[config.mk]
export PLATFORM = sky130hd
export DESIGN_NAME = mem_data_arb
export DESIGN_NICKNAME = d
export VERILOG_FILES = /design/src/rtl/mem_data_arb_pkg.sv /design/src/rtl/mem_data_arb.sv
export SDC_FILE = /design/constraint.sdc
export NUM_CORES = 1
export LEC_CHECK = 0
export BUFFER_PORTS_ARGS = -buffer_cell sky130_fd_sc_hd__buf_2
export CAP_MARGIN = 20
export CORE_ASPECT_RATIO = 1.4
export CORE_MARGIN = 2
export CORE_UTILIZATION = 32
export CTS_BUF_LIST = sky130_fd_sc_hd__clkbuf_2 sky130_fd_sc_hd__clkbuf_4 sky130_fd_sc_hd__clkbuf_8
export DETAILED_ROUTE_END_ITERATION = 10
export PLACE_DENSITY = 0.82
export SYNTH_ARGS = -nofsm -noshare
export SYNTH_HDL_FRONTEND = slang
export SYNTH_SLANG_ARGS = --single-unit
[constraint.sdc]
create_clock -name clk -period 2.1 [get_ports clk]
set_clock_uncertainty 0.15 [all_clocks]
set_input_delay 0.42 -clock clk [delete_from_list [all_inputs] [get_ports clk]]
set_output_delay 0.42 -clock clk [all_outputs]
set_load 0.01 [all_outputs]
[src/rtl/mem_data_arb_pkg.sv]
// Shared widths and arbitration state type for mem_data_arb and the
// single-port data memory it drives.
package mem_data_arb_pkg;
  localparam int ADDR = 8;
  localparam int WORD = 16;
  localparam int LEN  = 1 << ADDR;

  typedef enum logic {
    NORMAL   = 1'b0,
    ESCALATE = 1'b1
  } arb_state_e;
endpackage

[src/rtl/mem_data_arb.sv]
// Two-port arbiter for mem_data: port 0 has priority, port 1 is forced
// through after STARVE_LIM consecutive refused cycles.
module mem_data_arb
  import mem_data_arb_pkg::*;
#(
  parameter int STARVE_LIM = 4
) (
  input  logic            clk,
  input  logic            rst,
  input  logic            req0,
  input  logic            we0,
  input  logic [ADDR-1:0] addr0,
  input  logic [WORD-1:0] wdata0,
  input  logic            req1,
  input  logic            we1,
  input  logic [ADDR-1:0] addr1,
  input  logic [WORD-1:0] wdata1,
  output logic            ack0,
  output logic            ack1,
  output logic            rvalid0,
  output logic            rvalid1,
  output logic [WORD-1:0] rdata0,
  output logic [WORD-1:0] rdata1,
  output logic [ADDR-1:0] mem_A,
  output logic            mem_W,
  output logic [WORD-1:0] mem_D,
  input  logic [WORD-1:0] mem_Q
);

  localparam logic [7:0] LIM = 8'(STARVE_LIM);

  arb_state_e state_q, state_d;
  logic [7:0] starve_cnt_q, starve_cnt_d;
  logic       rvalid0_q, rvalid0_d;
  logic       rvalid1_q, rvalid1_d;
  logic       grant0, grant1;

  always_comb begin
    grant1 = req1 && (!req0 || (state_q == ESCALATE));
    grant0 = req0 && !grant1;
    // Reset forces the memory side idle even though the inputs may be live.
    ack0   = grant0 && !rst;
    ack1   = grant1 && !rst;

    mem_A = '0;
    mem_W = 1'b0;
    mem_D = '0;
    if (ack0) begin
      mem_A = addr0;
      mem_W = we0;
      mem_D = wdata0;
    end else if (ack1) begin
      mem_A = addr1;
      mem_W = we1;
      mem_D = wdata1;
    end

    if (!req1 || ack1) begin
      starve_cnt_d = '0;
    end else if (starve_cnt_q < LIM) begin
      starve_cnt_d = starve_cnt_q + 8'd1;
    end else begin
      starve_cnt_d = starve_cnt_q;
    end

    state_d = state_q;
    case (state_q)
      NORMAL:   if (starve_cnt_d == LIM) state_d = ESCALATE;
      ESCALATE: if (ack0 || ack1) state_d = NORMAL;
      default:  state_d = NORMAL;
    endcase

    rvalid0_d = ack0 && !we0;
    rvalid1_d = ack1 && !we1;
  end

  always_ff @(posedge clk or posedge rst) begin
    if (rst) begin
      state_q      <= NORMAL;
      starve_cnt_q <= '0;
      rvalid0_q    <= 1'b0;
      rvalid1_q    <= 1'b0;
    end else begin
      state_q      <= state_d;
      starve_cnt_q <= starve_cnt_d;
      rvalid0_q    <= rvalid0_d;
      rvalid1_q    <= rvalid1_d;
    end
  end

  assign rvalid0 = rvalid0_q;
  assign rvalid1 = rvalid1_q;
  assign rdata0  = mem_Q;
  assign rdata1  = mem_Q;

endmodule
Word level (Yosys, flattened, before mapping)
Index checks and enable logic that the tools add are counted.
Cells by class
  add/subtract/negate cells: 1
  $mul: 0
  div/mod/pow operators: 0
  $lt $le $gt $ge: 1
  equal/unequal tests: 1
  shifts and indexed selects: 0
  muxes and demuxes: 11
  bitwise logic cells: 1
  reduce and logical (&&, ||, !) cells: 15
Operator list (number)
  two-way mux 16 bit: 2
  two-way mux 8 bit: 4
  adder 8 x 1 -> 8 bit (second input constant): 1
  equality test 8 x 3 -> 1 bit (second input constant): 1
  < comparator 8 x 3 -> 1 bit (second input constant): 1
  logical AND 1 bit: 6
  logical NOT 1 bit: 6
  two-way mux 1 bit: 4
  logical OR 1 bit: 3
  case mux 1 bit (2 select lines): 1
  inverter 1 bit: 1
Storage, ports and cells
  register bits: 11
  latch bits: 0
  RAM bits: 0
  ROM bits: 0
  bits of input ports: 70
  output and inout port bits: 61
  word-level logic and storage cells: 34
  memories kept: 0

Logic depth before layout (Yosys ltp)
Gate-level depths: netlist of run 1.
  word-level depth: 9
  mapped depth: 5
  depth with buffers taken out: 4

Least setup slack after synthesis of run 1
OpenSTA, ideal clock, no wires.
  path kind: input port to output port
  start: input rst
  end: output mem_D[10]
  arrival: 1.440 ns
  required time: 1.530 ns
  slack: 0.090 ns
  stages: 5
  path buffers: 2
  cells stage by stage: clkbuf_1 > nand2b_1 > a21oi_2 > buf_2 > a22o_1
On the way
  elaborated cells on any way between the ends: 5
  classes of those cells: mux (2); reduce/logical (3)
RTL lines
  start: declaration: RTL line mem_data_arb.sv:9  | input logic rst,
  logical NOT 1 bit (no line)
  logical AND 1 bit: RTL line mem_data_arb.sv:42  | ack0 = grant0 && !rst;
  via ack0: RTL line mem_data_arb.sv:18  | output logic ack0,
  two-way mux 16 bit: RTL line mem_data_arb.sv:48  | if (ack0) begin
  end: declaration: RTL line mem_data_arb.sv:26  | output logic [WORD-1:0] mem_D,
The timed path passes the listed nets, and every way through them passes these cells.

Worst setup path in the final report of run 1
  start: register state_q
  end: output mem_W
On the way
  word-level cells in the longest chain between the ends: 6
  elaborated cells on any way between the ends: 8
  classes of those cells: mux (2); reduce/logical (6)
Ends and longest elaborated chain
  start: declaration: RTL line mem_data_arb.sv:32  | arb_state_e state_q, state_d;
  start signal: assignment: RTL line mem_data_arb.sv:84  | state_q <= state_d;
  logical OR 1 bit (*): RTL line mem_data_arb.sv:39  | grant1 = req1 && (!req0 || (state_q == ESCALATE));
  logical AND 1 bit (*): RTL line mem_data_arb.sv:39
  logical NOT 1 bit: RTL line mem_data_arb.sv:40  | grant0 = req0 && !grant1;
  logical AND 1 bit: RTL line mem_data_arb.sv:40
  logical AND 1 bit: RTL line mem_data_arb.sv:42
  two-way mux 1 bit (*): RTL line mem_data_arb.sv:48
  end: declaration: RTL line mem_data_arb.sv:25  | output logic mem_W,
Every way passes the cells marked *; elsewhere a longest branch is shown, timed or not.

==> qor.txt, run 1 <==
Status: finished, final reports clean
Slack of the critical path: 0.0601 ns
Distinct cells, synth: 29
FF-to-FF path depth: 3
Lkg Pwr: 0.746 nW
P per Cell Area: 500 nW/um2
Worst-Margin Slew: 0.431 ns
Total global routing overflow: 0
FILL cells: 311
Max Slew Vio Count: 0
Num ports: 131
Vias: 1004
Clk_lat worst skew: 0.24 ns
Max cap viols: 0
Post-DRT Antenna Nets: 0
Peak Freq: 490 MHz
Slew headroom: 71.3%
Initial antenna violation count: 0
Routed wire per std cell: 16.7 um
Critical path capture point type: output pin
Core area: 2910 um2
Ys Warns: 0
Root Driver: clkbuf_8
Area grow syn2layout: 29.3%
Crit-path leading delay family: flip-flops
ANT cells: 0
Starting Density: 34.1%
Final setup vio count: 0
Share of cells above drive strength 1: 60.1%
Max VDD drop: 232 uV
CP arrival: 1.47 ns
Cts bufs inserted: 3
Placed cells: 191
Cells after synthesis: 107
CP max FO: 27
Drt first pass iters: 4
Largest stage delay, worst path: 0.43 ns
Synth area leader: dfrtp_1
Worst slack at placement: 0.0139 ns
CP Cell Sequence: nor2b_4 -> nor3b_2 -> buf_12 -> a22o_1 -> buf_2
Nets@finish: 230
Hold Crit Class: input port to async pin
Async SR Flop Fraction: 100%
Die Ht: 69.8 um
Final TNS setup: 0 ns
Tot GR Track Use: 18.3%
Mapped cell area: 991 um2
Post-synth EDFFs: 0
Avg Synthesized Cell Area: 9.26 um2
RR Startpoint: starve_cnt_q[5]
GP Congestion: 0.856
Flop-to-flop setup slack: 0.38 ns
Non-filler instance count after layout: 195
Post-synth top cells: 32 x buf_4, 25 x a22o_1, 11 x dfrtp_1, 4 x and2_1, 4 x buf_2
First-pass GRT wire length: 4.91 mm
Drt total wl: 3.25 mm
Startpoint types: flip-flop
Most numerous cell in the Yosys netlist: buf_4
Site Rows: 23
Bufs on Longest Clock Path: 2
# DRC: 0
H-tree Lvls: 1
Largest net degree at the start of global routing: 28
# hold bufs at CTS: 0
Synth top area cells: dfrtp_1 28%, buf_4 24%, a22o_1 22%, and2_1 2.5%, buf_2 2.0%
Worst EP required: 1.53 ns
Slowest-stage cell, CP: dfrtp_2
Sequential share of the synthesized area: 27.8%
Flops & latches, synth: 11
Vias/cell: 5.15
Crit Reg-Reg Endpoint: starve_cnt_q[0]
DR iter-0 viols: 15
Port Buffers: 82
Critical path depth: 5
Vias in the first global route: 982
RSZ-0062 raised after global routing: true
Critical path class: flip-flop to output pin
Clock sinks: 11
Post-CTS setup buffer count: 0
Die area: 3560 um2
Die width: 51.0 um
CP bufs+invs: 2
Detailed Place HPWL: 2.65 mm
Final worst path period need: 2.04 ns
Last element of the critical path: mem_W
Final Cycle Share: 97.1%
CTS tree: built
Top-area cell type share of the netlist area: 27.8%
Post-layout util: 44.1%
Critical path origin: state_q
Worst-path clk slew: 0.05 ns
Mapped Nets: 178
Synth Flop Type: dfrtp_1
Endpoints failing hold: 0
-- cells in the final DEF, fill, tap and decap left out, types with 2 or more instances in the layout --
cell / synthesis / final
nor2b_1: 3 / 2
a22o_1: 25 / 25
nor2_1: 3 / 3
buf_2: 4 / 82
a21oi_1: 2 / 2
clkbuf_8: 0 / 3
o31ai_1: 2 / 2
dfrtp_1: 11 / 10
buf_12: 0 / 2
and2_1: 4 / 4
o211ai_1: 2 / 2
-- power breakdown --
group	switching (mW)	internal, mW
clock network	0.0776	0.146
registers	0.00595	0.219
logic	0.0917	0.101
total	0.175	0.466
-- final cells by class --
type / instances / area, um2 / share of cell area [%]
clock buffer: 4 / 48.8 / 3.81
inverter: 1 / 3.75 / 0.293
multi-input combinational: 58 / 455 / 35.5
sequential: 11 / 277 / 21.6
tap: 37 / 46.3 / 3.61
timing repair buffer: 84 / 450 / 35.2
-- per-layer routing --
metal / global-route usage, % / share of wire, %
met1: 24.2 / 40
met2: 26.0 / 42
met3: 7.11 / 15
met4: 7.81 / 3.3
met5: 0 / 0
-- logic make-up after synthesis --
group,count (synthesis),share of synthesized area (%)
AOI/OAI and AO/OA,35,28.9
buffers and inverters,38,27.0
adders and majority gates,1,1.26
muxes,1,1.01
and+or+nand+nor,21,14.0
DFF,11,27.8
-- how the worst min path moves through the flow --
stage	startpoint	endpoint
floorplan	rst	rvalid0
global placement	rst	starve_cnt_q[1]
detailed placement	rst	starve_cnt_q[6]
CTS	rst	starve_cnt_q[3]
global route	rst	starve_cnt_q[3]
finish	rst	starve_cnt_q[1]
-- state kept, by name, summed over array words and instances, names as in the netlist --
register	cells
starve_cnt_q	8
rvalid0	1
rvalid1	1
state_q	1
-- what timing repair did --
| action | CTS | global route |
|---|---|---|
| gates resized for setup | 2 | 1 |
| setup endpoints to repair | 25 | 17 |
| gates cloned | 0 | 0 |
-- stage by stage --
stage               instance area, um2  power (mW)  hold WS, ns
global route                      1280       0.670        0.129
CTS                               1280       0.649       0.0880
global placement                  1220       0.418        0.329
detailed placement                1220       0.420        0.339
finish                            1280       0.641       0.0903
floorplan                          991       0.378        0.303
Power figures use the tool's default switching activity.
==> inputs of run 2 (changes only) <==
--- a/config.mk
+++ b/config.mk
@@ -7,12 +7,15 @@
 export LEC_CHECK = 0
 export BUFFER_PORTS_ARGS = -buffer_cell sky130_fd_sc_hd__buf_2
 export CAP_MARGIN = 20
+export CELL_PAD_IN_SITES_DETAIL_PLACEMENT = 1
+export CELL_PAD_IN_SITES_GLOBAL_PLACEMENT = 2
 export CORE_ASPECT_RATIO = 1.4
 export CORE_MARGIN = 2
-export CORE_UTILIZATION = 32
+export CORE_UTILIZATION = 14
 export CTS_BUF_LIST = sky130_fd_sc_hd__clkbuf_2 sky130_fd_sc_hd__clkbuf_4 sky130_fd_sc_hd__clkbuf_8
 export DETAILED_ROUTE_END_ITERATION = 10
-export PLACE_DENSITY = 0.82
+export PLACE_DENSITY_LB_ADDON = 0.1
 export SYNTH_ARGS = -nofsm -noshare
 export SYNTH_HDL_FRONTEND = slang
 export SYNTH_SLANG_ARGS = --single-unit
+export TNS_END_PERCENT = 10
==> qor.txt, run 2 (synthesized netlist as in run 1, its figures left out) <==
Status: finished, final reports clean
CP bufs+invs: 2
Hold slack: 0.0905 ns
CTS tree: built
Clock power share: 34.7%
P_sw: 0.174 mW
Die area: 7780 um2
H-tree Lvls: 1
Worst-path clk slew: 0.05 ns
Most flops, register: starve_cnt_q
Final setup vio count: 0
DR iter-0 viols: 24
# DRC: 0
FILL cells: 842
Combinational Power Share: 30.1%
Clock sinks: 11
Share of cells above drive strength 1: 60.0%
Largest net degree at the start of global routing: 28
Die width: 75.1 um
Lkg Pwr: 0.749 nW
RR Startpoint: starve_cnt_q[5]
Starting Density: 14.4%
Post-CTS setup buffer count: 0
Drt total wl: 3.42 mm
Area grow syn2layout: 36.2%
ANT cells: 0
Hold Crit Class: input port to async pin
Drt first pass iters: 2
Die Ht: 104 um
Post-DRT Antenna Nets: 0
P_int: 0.465 mW
Final Cycle Share: 95.6%
Initial antenna violation count: 0
Endpoints failing hold: 0
CP Cell Sequence: nor2b_2 -> nor3b_2 -> buf_12 -> a22o_1 -> buf_2
Num ports: 131
Root Driver: clkbuf_8
Peak Freq: 498 MHz
Switching share of power: 27.3%
Slew headroom: 71.7%
Clk_lat worst skew: 0.23 ns
CP max FO: 27
Vias/cell: 4.02
Crit-path leading delay family: flip-flops
Worst EP required: 1.53 ns
CP arrival: 1.44 ns
Worst-Margin Slew: 0.425 ns
Max FFs per register: 8
P per Cell Area: 473 nW/um2
Area occupied by multi-input gates: 450 um2
Vias in the first global route: 1125
Slowest-stage cell, CP: dfrtp_1
Most frequent cells in the layout: 82 x buf_2, 25 x a22o_1, 11 x dfrtp_1
Total global routing overflow: 0
Bufs on Longest Clock Path: 2
Port Buffers: 82
First-pass GRT wire length: 5.47 mm
Final worst path period need: 2.01 ns
Routed wire per std cell: 13.4 um
Vias: 1026
Core area: 6890 um2
Max VDD drop: 104 uV
Critical path class: flip-flop to output pin
Critical path origin: state_q
Largest stage delay, worst path: 0.40 ns
Site Rows: 36
GP Congestion: 0.695
Commonest non-fill, non-tap cell in the layout: buf_2
Total power: 0.639 mW
Detailed Place HPWL: 2.92 mm
Seq pwr share: 35.1%
Critical path capture point type: output pin
Nets@finish: 232
Max cap viols: 0
Tot GR Track Use: 8.96%
Max Slew Vio Count: 0
Cts bufs inserted: 3
Startpoint types: flip-flop
Storage cell area: 275 um2
run 2: changes by cell type in the layout (fill, tap and decap cells not counted), sizes merged:
cell  before  now
buf       84   86
run 2: worst reg2reg max path, delay by kind of cell (launching register included):
family | cells | cell delay [ns]
simple gates | 2 | 0.96
flops | 1 | 0.39
compound gates | 1 | 0.16
run 2: path summary, 6_finish.rpt:
kind | to | slack, ns | depth (start not counted)
setup / recovery | mem_A[0] | 0.09 | 5
hold / removal | starve_cnt_q[1] | 0.09 | 2
setup reg to reg | starve_cnt_q[0] | 0.37 | 3
hold reg to reg | starve_cnt_q[7] | 0.37 | 1
max in group asynchronous | rvalid1 | 1.41 | 2
min in group clk | rvalid0 | 0.20 | 2
run 2: through the flow:
| stage | TNS, ns | setup slack [ns] | instances | util, % | instance area (um2) |
|---|---|---|---|---|---|
| detailed placement | 0 | 0.0940 | 251 | 18.8 | 1300 |
| global placement | 0 | 0.108 | 251 | 18.8 | 1300 |
| CTS | 0 | 0.0273 | 255 | 19.6 | 1350 |
| floorplan | 0 | 0.0900 | 107 | - | 991 |
| global route | -0.0232 | -0.00918 | 255 | 19.6 | 1350 |
| finish | 0 | 0.0928 | 255 | 19.6 | 1350 |
run 2: timing repair:
action	CTS	global route
resized for setup	0	1
setup endpoints to repair	0	25
hold buffers	0	0
endpoints found under the hold margin	0	0
run 2: area by class of cell:
cell class                 instances  share of cell area [%]
clock buffer                       4                    3.61
inverter                           1                   0.278
sequential                        11                    20.4
multi-input combinational         58                    33.4
timing repair buffer              86                    33.5
tap                               95                    8.80
run 2: power by group through the flow:
stage / sequential, mW / clock [mW] / combinational [mW]
global placement: 0.227 / 0 / 0.195
finish: 0.225 / 0.222 / 0.193
CTS: 0.224 / 0.232 / 0.197
global route: 0.225 / 0.243 / 0.215
detailed placement: 0.228 / 0 / 0.196
floorplan: 0.227 / 0 / 0.151
run 2: routing by layer:
layer	vias up	track usage, %	wire, um
li1	468	-	-
met1	487	9.65	1170
met2	61	15.9	1880
met3	10	2.82	314
met4	0	2.93	53
met5	-	0	0
